--- src/rtl/sync_pkg.sv ---
// ============================================================================
// Module : sync_pkg
// Brief  : Shared FSM encodings and default channel width for the sync_tx path
// Rev    : 1.0  initial release
// ============================================================================
`default_nettype none

package sync_pkg;

    localparam int SYNC_N = 8;

    typedef enum logic [1:0] {
        IDLE   = 2'd0,
        LAUNCH = 2'd1,
        HOLD   = 2'd2
    } state_t;

endpackage

`default_nettype wire

--- src/rtl/rr_arbiter.sv ---
// ============================================================================
// Module : rr_arbiter
// Brief  : Combinational round-robin picker, scans upward from ptr with wrap
// Rev    : 1.0  initial release
// ============================================================================
`default_nettype none

module rr_arbiter #(
    parameter int NREQ = 4,
    parameter int IW   = $clog2(NREQ)
) (
    input  logic [NREQ-1:0] req,
    input  logic [IW-1:0]   ptr,
    output logic            valid,
    output logic [IW-1:0]   w
);

    logic [IW:0] w_pos;

    // Walk offsets from the far end down so the closest hit to ptr wins.
    always_comb begin
        valid = 1'b0;
        w     = '0;
        w_pos = '0;
        for (int k = NREQ - 1; k >= 0; k--) begin
            w_pos = {1'b0, ptr} + (IW + 1)'(k);
            if (w_pos >= (IW + 1)'(NREQ)) begin
                w_pos = w_pos - (IW + 1)'(NREQ);
            end
            if (req[w_pos[IW-1:0]]) begin
                valid = 1'b1;
                w     = w_pos[IW-1:0];
            end
        end
    end

endmodule

`default_nettype wire

--- src/rtl/sync_tx_sched.sv ---
// ============================================================================
// Module : sync_tx_sched
// Brief  : Round-robin scheduler feeding one toggle-synchronizer channel
// Rev    : 1.0  initial release
// ============================================================================
`default_nettype none

module sync_tx_sched
    import sync_pkg::*;
#(
    parameter int N           = SYNC_N,
    parameter int NREQ        = 4,
    parameter int HOLD_CYCLES = 8
) (
    input  logic                     clkA,
    input  logic                     rst_n,
    input  logic                     ena,
    input  logic [NREQ-1:0]          req,
    input  logic [NREQ*N-1:0]        req_data,
    output logic [NREQ-1:0]          gnt,
    output logic [$clog2(NREQ)-1:0]  grant_id,
    output logic [N-1:0]             ch_data,
    output logic                     ch_pulse,
    output logic                     busy
);

    localparam int IW = $clog2(NREQ);
    localparam int CW = $clog2(HOLD_CYCLES + 1);

    state_t         r_state;
    logic [IW-1:0]  r_ptr;
    logic [CW-1:0]  r_cnt;

    logic           w_valid;
    logic [IW-1:0]  w_win;
    logic [IW-1:0]  w_next_ptr;

    rr_arbiter #(
        .NREQ (NREQ),
        .IW   (IW)
    ) u_arb (
        .req   (req),
        .ptr   (r_ptr),
        .valid (w_valid),
        .w     (w_win)
    );

    assign w_next_ptr = (w_win == IW'(NREQ - 1)) ? '0 : w_win + IW'(1);

    always_ff @(posedge clkA) begin
        if (!rst_n) begin
            r_state  <= IDLE;
            r_ptr    <= '0;
            r_cnt    <= '0;
            ch_data  <= '0;
            ch_pulse <= 1'b0;
            gnt      <= '0;
            grant_id <= '0;
            busy     <= 1'b0;
        end else begin
            case (r_state)
                IDLE: begin
                    if (ena && w_valid) begin
                        r_state  <= LAUNCH;
                        ch_data  <= req_data[w_win*N +: N];
                        ch_pulse <= 1'b1;
                        gnt      <= NREQ'(1) << w_win;
                        grant_id <= w_win;
                        busy     <= 1'b1;
                        r_ptr    <= w_next_ptr;
                    end
                end
                LAUNCH: begin
                    r_state  <= HOLD;
                    ch_pulse <= 1'b0;
                    gnt      <= '0;
                    r_cnt    <= CW'(HOLD_CYCLES - 1);
                end
                HOLD: begin
                    // ch_data is deliberately untouched here so the far side sees a stable word.
                    if (r_cnt == '0) begin
                        r_state <= IDLE;
                        busy    <= 1'b0;
                    end else begin
                        r_cnt <= r_cnt - CW'(1);
                    end
                end
                default: begin
                    r_state  <= IDLE;
                    ch_pulse <= 1'b0;
                    gnt      <= '0;
                    busy     <= 1'b0;
                end
            endcase
        end
    end

endmodule

`default_nettype wire

--- config.mk ---
export PLATFORM = sky130hd
export DESIGN_NAME = sync_tx_sched
export DESIGN_NICKNAME = d
export VERILOG_FILES = /design/src/rtl/sync_pkg.sv /design/src/rtl/rr_arbiter.sv /design/src/rtl/sync_tx_sched.sv
export SDC_FILE = /design/constraint.sdc
export NUM_CORES = 1
export LEC_CHECK = 0
export BUFFER_PORTS_ARGS = -buffer_cell sky130_fd_sc_hd__buf_2
export CORE_UTILIZATION = 50
export DETAILED_ROUTE_END_ITERATION = 6
export PLACE_DENSITY = 0.93
export SLEW_MARGIN = 20
export SYNTH_ARGS = -nofsm -noshare
export SYNTH_HDL_FRONTEND = slang
export SYNTH_SLANG_ARGS = --single-unit
--- constraint.sdc ---
create_clock -name clkA -period 3.6 [get_ports clkA]
set_input_delay 0.72 -clock clkA [delete_from_list [all_inputs] [get_ports clkA]]
set_output_delay 0.72 -clock clkA [all_outputs]
set_load 0.05 [all_outputs]
-- Word-level counts from Yosys, hierarchy flattened
Index checks and enable logic that the tools add are counted.
- register bits after elaboration: 24
- $add $sub $neg: 9
- magnitude comparators: 8
- eq/ne operators: 6
- shift operators: 2
- multiplexer cells: 32
- bitwise operators: 2
- reduce and logical (&&, ||, !) cells: 9
- operators with widths (kind ; number):
    $shiftx A32 B6 Y8 ; 1
    $mux W2 ; 11
    $pmux W4 S2 ; 2
    $lt A2 B3 Y1 const B ; 4
    $mux W1 ; 10
    $ge A3 B3 Y1 const B ; 3
    $bmux W1 S2 ; 4
    $mux W4 ; 2
    $reduce_and A2 Y1 ; 4
    $sub A2 B1 Y2 const B ; 4
    $add A2 B2 Y3 const B ; 2
    $ne A2 B2 Y1 const B ; 3
    $pmux W2 S3 ; 1
    $eq A2 B2 Y1 const B ; 2
    $logic_not A4 Y1 ; 1
    $shl A1 B2 Y4 const A ; 1
    $sub A4 B1 Y4 const B ; 1
    $add A2 B1 Y3 const B ; 1
    $ge A2 B3 Y1 const B ; 1
    $pmux W1 S3 ; 1
    $reduce_and A3 Y1 ; 1
    $add A2 B1 Y2 const B ; 1
    $eq A2 B1 Y1 const B ; 1
    $logic_not A2 Y1 ; 1
    other kinds (4) ; 5

-- Longest topological paths before layout
Gate-level depths: netlist of the first run.
- depth in word-level cells: 12
- gate-level depth with buffers: 7
- gate-level depth less buffers: 7

-- Modules after synthesis
Synthesis of the first run repeated with hierarchy kept, for this count alone.
- cell total of the unflattened synthesis: 122
- area total of the unflattened synthesis: 1312.5 um^2
- modules (own cells, without submodules) (module ; instances ; cells each ; area each (um^2) ; sequential area each (um^2)):
    sync_tx_sched ; 1 ; 109 ; 1234.9 ; 480.5
    rr_arbiter ; 1 ; 13 ; 77.6 ; 0.0

-- Least setup slack after synthesis of the first run
OpenSTA, ideal clock, no wires.
- kind: input to register
- from: input req[1]
- to: register ch_data[7]
- setup time: 0.136 ns
- arrival: 1.789 ns
- data required time: 3.464 ns
- setup slack: 1.675 ns
- cell stages on the path: 6
- buffers on the path: 1
- cells stage by stage: or3b_1 o221ai_2 buf_6 inv_6 a2111oi_4 a2111oi_2
- longest elaborated chain between the ends: 8
- elaborated cells on any way between the ends: 19
- those cells by class: shift (1); mux (16); reduce/logical (2)
- ends and longest elaborated chain (item ; RTL line ; source):
    start: declaration ; sync_tx_sched.sv:18 ; input logic [NREQ-1:0] req,
    branches (longest 8 deep; another with $shiftx A32 B6 Y8) ; -- ;
    end signal: assignment ; sync_tx_sched.sv:65 ; ch_data <= req_data[w_win*N +: N];
    end: declaration ; sync_tx_sched.sv:22 ; output logic [N-1:0] ch_data,
Several ways; the timed one is not identified. The select of a mux whose other input is x is not followed.
A chain may end at the register's enable or synchronous reset.

-- Worst setup path in the final report of the first run
- from: input req[2]
- to: register ch_data[7]
Same word-level chain as after synthesis.

==> impl_metrics.env, run 1 <==
export IMPL_hold_buffers=0
export IMPL_synth_area_leaders="dfxtp_1 38%, mux2i_1 13%, o221ai_1 4.8%, a2111oi_4 4.3%, nor2_1 4.1%"
export IMPL_grt_ovfl_total=0
export IMPL_yosysSeqAreaShare_pct=37.8
export IMPL_die_h_um=52.4
export IMPL_hp_start="busy$_SDFFE_PN0P_"
export IMPL_hold_viol=0
export IMPL_root_buffer="clkbuf_4"
export IMPL_p_leak_nw=0.725
export IMPL_clkTransAtPathRegs_ns=0.12
export IMPL_synth_top_area_share_pct=37.8
export IMPL_drive_above_1_share_pct=36.8
export IMPL_fin_util_pct=67.5
export IMPL_fill_cells=183
export IMPL_synth_top_area_cell="dfxtp_1"
export IMPL_synth_edf_count=0
export IMPL_slew_headroom_pct=51.1
export IMPL_post_cts_buffers=0
export IMPL_worstMarginPinSlew_ns=0.727
export IMPL_drc_errors=0
export IMPL_num_vias=1228
export IMPL_globalplace_congestion=0.806
export IMPL_n_antenna_cell=0
export IMPL_numPortBuffers=54
export IMPL_synth_cell_types=35
export IMPL_die_area_sq_um=2750
export IMPL_drtAntennaViolNets=0
export IMPL_status="completed"
export IMPL_avgRoutedWirePerCell_um=14.9
export IMPL_start_util_pct=55.3
export IMPL_place_inst=207
export IMPL_avgSynthCellArea_sq_um=9.69
export IMPL_max_freq_mhz=441
export IMPL_drv_slew=0
export IMPL_instances_no_fill=210
export IMPL_antenna_found_initial=0
export IMPL_critPathKind="in -> reg"
export IMPL_die_w_um=52.4
export IMPL_fin_worst_skew_ns=0.00537
export IMPL_ys_async_sr_fraction_pct=0
export IMPL_core_sq_um=2300
export IMPL_netlist_area_sq_um=1270
export IMPL_fp_row_count=17
export IMPL_h_tree_depth=1
export IMPL_hold_class="reg -> reg"
export IMPL_drv_cap=0
export IMPL_finalSetupViolCount=0
export IMPL_worst_path_max_fanout=15
export IMPL_area_growth_syn_to_layout_pct=22.1
export IMPL_rsz0062_at_grt="no"
export IMPL_ctsResizeCount=0
export IMPL_ys_ff_latch=24
export IMPL_placed_area_sq_um=1530
export IMPL_cp_end_kind="flip-flop"
export IMPL_cts_sinks=24
export IMPL_nets=225
export IMPL_grt_first_pass_wirelength_um=4750
export IMPL_grt_max_degree=19
export IMPL_r2r_start="r_ptr[1]$_SDFFE_PN0P_"
export IMPL_routed_wl_um=3120
export IMPL_synth_flop_cell="dfxtp_1"
export IMPL_track_usage_pct=23.0
export IMPL_insertion_delay_ns=0.30
export IMPL_crit_start="req[2]"
export IMPL_postLayoutCellArea_sq_um=1550
export IMPL_power_density_nw_per_um2=420
export IMPL_final_min_clock_period_ns=2.27
export IMPL_ir_worst_vdd_uv=280
export IMPL_synth_fp_nets=172
export IMPL_critPathLaunchType="primary input"
export IMPL_synthCells=131
export IMPL_cts_buffer_depth=2
export IMPL_cts_tree="done"
export IMPL_yosys_warnings=0
export IMPL_ios=55
export IMPL_initialDrtViolationCount=38
export IMPL_worstPathRequired_ns=3.81
export IMPL_viasPerCell=5.85
export IMPL_arrival_ns=2.47
export IMPL_cts_buffers=3
export IMPL_place_hpwl_um=2390
export IMPL_dr_pass1_iters=4
export IMPL_timing_final_crit_share_pct=63.0
export IMPL_tns_ns=0
export IMPL_grt_pass1_vias=1123
## layout make-up
class	instances	area (sq um)	share of cell area [%]
Multi-Input combinational cell	94	707	45.6
Sequential cell	24	480	31.0
Timing Repair Buffer	55	278	17.9
Tap cell	28	35.0	2.26
Inverter	6	27.5	1.78
Clock buffer	3	22.5	1.45
## flip-flops by register name, summed over array words and instances (netlist names)
| register | cells |
|---|---|
| r_state | 2 |
| ch_pulse | 1 |
| ch_data | 8 |
| grant_id | 2 |
| busy | 1 |
| r_cnt | 4 |
| r_ptr | 2 |
| gnt | 4 |
## through the flow
step | hold slack, ns | setup slack (ns) | total power, mW
2_1_floorplan | 0.468 | 1.68 | 0.488
3_3_place_gp | 0.464 | 1.16 | 0.533
3_5_place_dp | 0.476 | 1.04 | 0.542
4_1_cts | 0.497 | 1.36 | 0.652
5_1_grt | 0.534 | 1.17 | 0.683
6_report | 0.492 | 1.33 | 0.651
## layer usage
layer	track usage (%)	wire length (um)
met5	0	0
met3	2.32	162
met2	40.3	1570
met4	8.77	64
met1	28.6	1330
## logic make-up (layout without fill, tap and decap cells)
logic type | count (synthesis) | in the layout | share of synthesized area [%]
flip-flops | 24 | 24 | 37.8
XOR/XNOR | 1 | 1 | 0.690
AND/OR/NAND/NOR | 41 | 41 | 15.3
buffers and inverters | 13 | 64 | 6.50
AO/OA/AOI/OAI | 33 | 33 | 24.3
multiplexers | 17 | 17 | 13.4
adder cells (fa/ha/maj) | 2 | 2 | 1.97
## report_power, final
part           internal [mW]  leakage (nW)  switching (mW)
logic                 0.0799         0.514           0.149
clock network         0.0390        0.0138          0.0735
registers              0.290         0.197          0.0189
total                  0.409         0.725           0.241
## critical path: stages
cell,delay (ns)
buf_2,0.12
o41ai_2,0.45
or3_1,0.59
nor2_1,0.23
a2111oi_2,0.35
## layout by cell type (no fill, tap or decap)
cell	count
o21a_1	1
nand2_1	8
inv_2	1
nor2_4	1
mux2i_1	17
dfxtp_1	24
nand3_1	7
a2111oi_4	2
o22ai_2	1
o221ai_2	1
nor3_1	5
or3b_1	1
inv_6	1
a21boi_1	1
a2111oi_2	1
inv_1	4
buf_4	1
a22oi_1	3
nand2b_1	3
nor2_1	14
o41ai_2	1
or3_1	1
o221ai_1	7
nor2b_1	1
o31a_1	1
xor2_1	1
a21oi_1	7
ha_1	2
o21bai_1	1
a211oi_1	3
a32oi_1	2
buf_2	54
o21ai_0	1
clkbuf_4	3
## Yosys cell counts (2+ instances only)
master,number
a2111oi_4,2
a211oi_1,3
a21oi_1,7
a22oi_1,3
a32oi_1,2
buf_2,2
buf_6,2
clkbuf_1,2
dfxtp_1,24
ha_1,2
inv_1,4
mux2i_1,17
nand2_1,8
nand2b_1,3
nand3_1,7
nor2_1,14
nor3_1,5
o221ai_1,7
## worst paths after layout
| check | to | slack [ns] | cells after the start |
|---|---|---|---|
| worst max-delay path | ch_data[7]$_SDFFE_PN0P_ | 1.33 | 5 |
| worst min-delay path | busy$_SDFFE_PN0P_ | 0.49 | 2 |
| worst max register to register | ch_data[7]$_SDFFE_PN0P_ | 1.72 | 6 |
| worst min register to register | busy$_SDFFE_PN0P_ | 0.49 | 2 |
Note: power is estimated with default switching activity, not from simulation.
==> inputs of run 2 (changes only) <==
--- a/config.mk
+++ b/config.mk
@@ -6,9 +6,9 @@
 export NUM_CORES = 1
 export LEC_CHECK = 0
 export BUFFER_PORTS_ARGS = -buffer_cell sky130_fd_sc_hd__buf_2
-export CORE_UTILIZATION = 50
+export CORE_UTILIZATION = 42
 export DETAILED_ROUTE_END_ITERATION = 6
-export PLACE_DENSITY = 0.93
+export PLACE_DENSITY = 0.84
 export SLEW_MARGIN = 20
 export SYNTH_ARGS = -nofsm -noshare
 export SYNTH_HDL_FRONTEND = slang
==> constraint.sdc (replaced) <==
create_clock -name clkA -period 2.05 [get_ports clkA]
set_input_delay 0.41 -clock clkA [delete_from_list [all_inputs] [get_ports clkA]]
set_output_delay 0.41 -clock clkA [all_outputs]
set_load 0.05 [all_outputs]
==> impl_metrics.env, run 2 (synthesized netlist as in run 1, its figures left out) <==
export IMPL_ir_worst_vdd_uv=574
export IMPL_worstMarginPinSlew_ns=0.675
export IMPL_critPathTopFamily="compound AO/OA/AOI/OAI gates"
export IMPL_path_depth=5
export IMPL_cpPeakStageDelay_ns=0.48
export IMPL_arrival_ns=1.97
export IMPL_die_area_sq_um=3250
export IMPL_cts_buffer_depth=2
export IMPL_grt_max_degree=16
export IMPL_numPortBuffers=54
export IMPL_cp_end_kind="flip-flop"
export IMPL_cts_buffers=3
export IMPL_status="finished with violations"
export IMPL_fin_util_pct=57.4
export IMPL_core_sq_um=2810
export IMPL_track_usage_pct=18.3
export IMPL_drive_above_1_share_pct=38.8
export IMPL_crit_start="r_ptr[1]$_SDFFE_PN0P_"
export IMPL_drv_cap=0
export IMPL_slew_headroom_pct=54.7
export IMPL_p_leak_nw=0.759
export IMPL_rrSetupSlack_ns=0.28
export IMPL_path_cells="mux2i_1 > o221ai_2 > buf_12 > mux2i_1 > o221ai_1"
export IMPL_drtAntennaViolNets=0
export IMPL_fill_cells=266
export IMPL_tns_ns=0
export IMPL_top_regs="ch_data: 8 flops, gnt: 4 flops, r_cnt: 4 flops"
export IMPL_regMostFlops="ch_data"
export IMPL_largest_register_ff_count=8
export IMPL_initialDrtViolationCount=39
export IMPL_hold_viol=0
export IMPL_viasPerCell=5.36
export IMPL_hold_class="in -> reg"
export IMPL_cts_tree="done"
export IMPL_rr_endpoint="ch_data[3]$_SDFFE_PN0P_"
export IMPL_violations="DRC"
export IMPL_final_min_clock_period_ns=1.77
export IMPL_insertion_delay_ns=0.31
export IMPL_die_w_um=57.0
export IMPL_ctsResizeCount=0
export IMPL_dr_pass1_iters=6
export IMPL_area_growth_syn_to_layout_pct=26.9
export IMPL_slowest_stage="dfxtp_1"
export IMPL_worst_r2r_cell_count=5
export IMPL_cts_sinks=24
export IMPL_place_hpwl_um=2260
export IMPL_avgRoutedWirePerCell_um=13.0
export IMPL_fp_row_count=19
export IMPL_num_vias=1173
export IMPL_final_common_cell="buf_2"
export IMPL_worstPathRequired_ns=2.25
export IMPL_nets=231
export IMPL_cp_buffers_inverters=1
export IMPL_start_util_pct=45.3
export IMPL_fin_worst_skew_ns=0.00178
export IMPL_n_antenna_cell=0
export IMPL_root_buffer="clkbuf_4"
export IMPL_mostFrequentLayoutCells="54 x buf_2, 24 x dfxtp_1, 17 x mux2i_1"
export IMPL_worst_path_max_fanout=14
export IMPL_drc_errors=12
export IMPL_grt_ovfl_total=0
export IMPL_endpoint="ch_data[3]$_SDFFE_PN0P_"
export IMPL_die_h_um=57.0
export IMPL_grt_first_pass_wirelength_um=4750
export IMPL_critPathKind="reg -> reg"
export IMPL_timing_final_crit_share_pct=86.6
export IMPL_finalSetupViolCount=0
export IMPL_power_total_mw=1.16
export IMPL_cpMostUsedCell="mux2i_1"
export IMPL_post_cts_buffers=0
export IMPL_max_freq_mhz=563
export IMPL_h_tree_depth=1
export IMPL_grt_pass1_vias=1094
export IMPL_power_density_nw_per_um2=721
export IMPL_clkTransAtPathRegs_ns=0.12
export IMPL_drv_slew=0
export IMPL_hold_buffers=0
export IMPL_critPathLaunchType="flip-flop"
export IMPL_rsz0062_at_grt="no"
export IMPL_antenna_found_initial=0
export IMPL_routed_wl_um=2850
export IMPL_r2r_start="r_ptr[1]$_SDFFE_PN0P_"
export IMPL_ios=55
export IMPL_globalplace_congestion=0.815
run 2: cell types whose count changed in the layout (fill, tap and decap cells not counted), sizes merged:
| cell | delta |
|---|---|
| buf | +6 |
run 2: through the flow:
stage               worst slack, ns  area, sq um  hold slack (ns)  cells
floorplan                     0.435         1270            0.468    131
global placement              0.116         1590            0.459    216
detailed placement           0.0430         1590            0.468    216
CTS                           0.273         1610            0.400    219
global route                  0.128         1610            0.378    219
finish                        0.275         1610            0.394    219
run 2: report_power, final:
| part | total, mW | internal [mW] | switching (mW) | leakage, nW |
|---|---|---|---|---|
| clock | 0.199 | 0.0687 | 0.130 | 0.0138 |
| combinational | 0.425 | 0.159 | 0.266 | 0.548 |
| sequential | 0.537 | 0.510 | 0.0279 | 0.197 |
| total | 1.16 | 0.737 | 0.424 | 0.759 |
run 2: layout make-up:
cell class / instances / area, sq um / share of cell area (%)
Inverter: 6 / 27.5 / 1.71
Multi-Input combinational cell: 94 / 707 / 43.9
Clock buffer: 3 / 22.5 / 1.40
Sequential cell: 24 / 480 / 29.8
Tap cell: 31 / 38.8 / 2.41
Timing Repair Buffer: 61 / 335 / 20.8
run 2: how the worst min path moves through the flow:
| stage | startpoint | cells after the start | end | slack, ns |
|---|---|---|---|---|
| finish | req_data[30] | 3 | ch_data[6]$_SDFFE_PN0P_ | 0.39 |
| global route | req_data[30] | 3 | ch_data[6]$_SDFFE_PN0P_ | 0.38 |
| CTS | req_data[30] | 3 | ch_data[6]$_SDFFE_PN0P_ | 0.40 |
| detailed placement | ch_pulse$_SDFFE_PN0P_ | 2 | ch_pulse$_SDFFE_PN0P_ | 0.47 |
| global placement | ch_data[1]$_SDFFE_PN0P_ | 2 | ch_data[1]$_SDFFE_PN0P_ | 0.46 |
| floorplan | r_cnt[0]$_SDFFE_PN0P_ | 1 | r_cnt[0]$_SDFFE_PN0P_ | 0.47 |
run 2: worst min-delay path, cell delays in order:
cell and delay (ns):
buf_2 0.08, mux2i_1 0.06, o221ai_1 0.13
run 2: metal layers:
layer  part of all wire (%)  track usage (%)
met4                      0             1.05
met2                     48             32.6
met3                    6.5             5.22
met5                      0                0
met1                     46             23.2
==> inputs of run 3 (changes only) <==
--- a/config.mk
+++ b/config.mk
@@ -6,9 +6,11 @@
 export NUM_CORES = 1
 export LEC_CHECK = 0
 export BUFFER_PORTS_ARGS = -buffer_cell sky130_fd_sc_hd__buf_2
+export CORE_ASPECT_RATIO = 0.75
 export CORE_UTILIZATION = 42
 export DETAILED_ROUTE_END_ITERATION = 6
 export PLACE_DENSITY = 0.84
+export SKIP_LAST_GASP = 1
 export SLEW_MARGIN = 20
 export SYNTH_ARGS = -nofsm -noshare
 export SYNTH_HDL_FRONTEND = slang
==> impl_metrics.env, run 3 (synthesized netlist as in run 1, its figures left out) <==
export IMPL_status="completed"
export IMPL_die_area_sq_um=3250
export IMPL_drv_cap=0
export IMPL_power_density_nw_per_um2=839
export IMPL_cts_buffer_depth=2
export IMPL_endpoint="ch_data[4]$_SDFFE_PN0P_"
export IMPL_fin_worst_skew_ns=0.00229
export IMPL_insertion_delay_ns=0.27
export IMPL_final_min_clock_period_ns=1.87
export IMPL_ir_worst_vdd_uv=413
export IMPL_root_buffer="clkbuf_8"
export IMPL_ios=55
export IMPL_grt_max_degree=16
export IMPL_hold_buffers=0
export IMPL_cts_buffers=3
export IMPL_drtAntennaViolNets=0
export IMPL_slew_headroom_pct=47.0
export IMPL_grt_first_pass_wirelength_um=5130
export IMPL_regMostFlops="ch_data"
export IMPL_rr_endpoint="ch_data[4]$_SDFFE_PN0P_"
export IMPL_avgRoutedWirePerCell_um=14.3
export IMPL_p_switching_uw=461
export IMPL_arrival_ns=2.01
export IMPL_h_tree_depth=1
export IMPL_sw_frac_of_total_pct=33.1
export IMPL_final_common_cell="buf_2"
export IMPL_ctsResizeCount=0
export IMPL_drc_errors=0
export IMPL_critPathKind="reg -> reg"
export IMPL_p_seq_share_pct=39.0
export IMPL_p_leak_nw=0.771
export IMPL_initialDrtViolationCount=34
export IMPL_track_usage_pct=20.5
export IMPL_routed_wl_um=3180
export IMPL_post_cts_buffers=0
export IMPL_grt_pass1_vias=1099
export IMPL_antenna_found_initial=0
export IMPL_instances_no_fill=222
export IMPL_hp_start="req_data[30]"
export IMPL_crit_start="r_ptr[1]$_SDFFE_PN0P_"
export IMPL_hold_class="in -> reg"
export IMPL_globalplace_congestion=0.798
export IMPL_critPathLaunchType="flip-flop"
export IMPL_cp_end_kind="flip-flop"
export IMPL_top_regs="ch_data: 8 flops, gnt: 4 flops, r_cnt: 4 flops"
export IMPL_mostFrequentLayoutCells="54 x buf_2, 24 x dfxtp_1, 17 x mux2i_1"
export IMPL_r2r_start="r_ptr[1]$_SDFFE_PN0P_"
export IMPL_cts_sinks=24
export IMPL_die_h_um=49.6
export IMPL_viasPerCell=5.49
export IMPL_worstMarginPinSlew_ns=0.788
export IMPL_place_inst=218
export IMPL_core_sq_um=2740
export IMPL_n_antenna_cell=0
export IMPL_hold_viol=0
export IMPL_drive_above_1_share_pct=38.2
export IMPL_start_util_pct=46.3
export IMPL_p_comb_share_pct=30.6
export IMPL_timing_final_crit_share_pct=91.1
export IMPL_max_freq_mhz=535
export IMPL_dr_pass1_iters=4
export IMPL_finalSetupViolCount=0
export IMPL_area_growth_syn_to_layout_pct=30.4
export IMPL_p_clk_share_pct=30.3
export IMPL_die_w_um=65.5
export IMPL_nets=228
export IMPL_worst_r2r_cell_count=5
export IMPL_num_vias=1219
export IMPL_grt_ovfl_total=0
export IMPL_p_int_uw=930
export IMPL_tns_ns=0
export IMPL_clkTransAtPathRegs_ns=0.09
export IMPL_fp_row_count=16
export IMPL_rsz0062_at_grt="no"
export IMPL_largest_register_ff_count=8
export IMPL_cts_tree="done"
export IMPL_numPortBuffers=54
export IMPL_drv_slew=0
export IMPL_worstPathRequired_ns=2.19
export IMPL_worst_path_max_fanout=14
export IMPL_place_hpwl_um=2500
export IMPL_rrSetupSlack_ns=0.18
==> run 3: changes by cell type in the layout (fill, tap and decap cells not counted) <==
cell / previous run / this run
bufinv_16: 0 / 1
clkbuf_4: 3 / 0
buf_4: 6 / 2
buf_12: 1 / 2
clkbuf_8: 0 / 3
==> run 3: layer usage <==
metal | up-vias | track usage, % | share of wire, %
met4 | 0 | 8.33 | 2.3
li1 | 599 | - | -
met5 | - | 0 | 0
met1 | 571 | 29.2 | 47
met2 | 40 | 29.9 | 45
met3 | 9 | 4.17 | 5.8
==> run 3: cell type report <==
class / instances / area [sq um]
Tap cell: 36 / 45.0
Multi-Input combinational cell: 94 / 707
Fill cell: 225 / 1090
Timing Repair Buffer: 58 / 325
Inverter: 6 / 27.5
Clock inverter: 1 / 30.0
Sequential cell: 24 / 480
Clock buffer: 3 / 41.3
==> run 3: through the flow <==
step	utilization, %	worst slack (ns)	hold WS, ns	power, mW	cell area [sq um]
floorplan	-	0.435	0.468	0.857	1270
global placement	57.8	0.189	0.468	0.967	1590
detailed placement	57.8	0.0542	0.471	0.977	1590
global route	60.4	0.0972	0.437	1.45	1660
CTS	60.4	0.213	0.427	1.40	1660
finish	60.4	0.182	0.429	1.39	1660
==> run 3: worst min-delay path by stage <==
stage | cells after the start | slack (ns) | end
after global routing | 3 | 0.44 | ch_data[6]$_SDFFE_PN0P_
after detailed placement | 2 | 0.47 | ch_data[2]$_SDFFE_PN0P_
after CTS | 3 | 0.43 | ch_data[6]$_SDFFE_PN0P_
final | 3 | 0.43 | ch_data[6]$_SDFFE_PN0P_
after floorplan | 1 | 0.47 | r_cnt[0]$_SDFFE_PN0P_
after global placement | 2 | 0.47 | ch_data[3]$_SDFFE_PN0P_
==> run 3: power by group through the flow <==
stage	clock, mW	sequential [mW]	combinational [mW]
5_1_grt	0.448	0.548	0.456
3_5_place_dp	0	0.552	0.424
4_1_cts	0.427	0.542	0.427
6_report	0.422	0.543	0.426
2_1_floorplan	0	0.647	0.209
3_3_place_gp	0	0.553	0.415
==> run 3: critical path: stages (launching register included) <==
cell      delay [ns]
dfxtp_1         0.47
mux2i_1         0.15
o221ai_2        0.46
buf_12          0.23
mux2i_1         0.26
o221ai_1        0.17
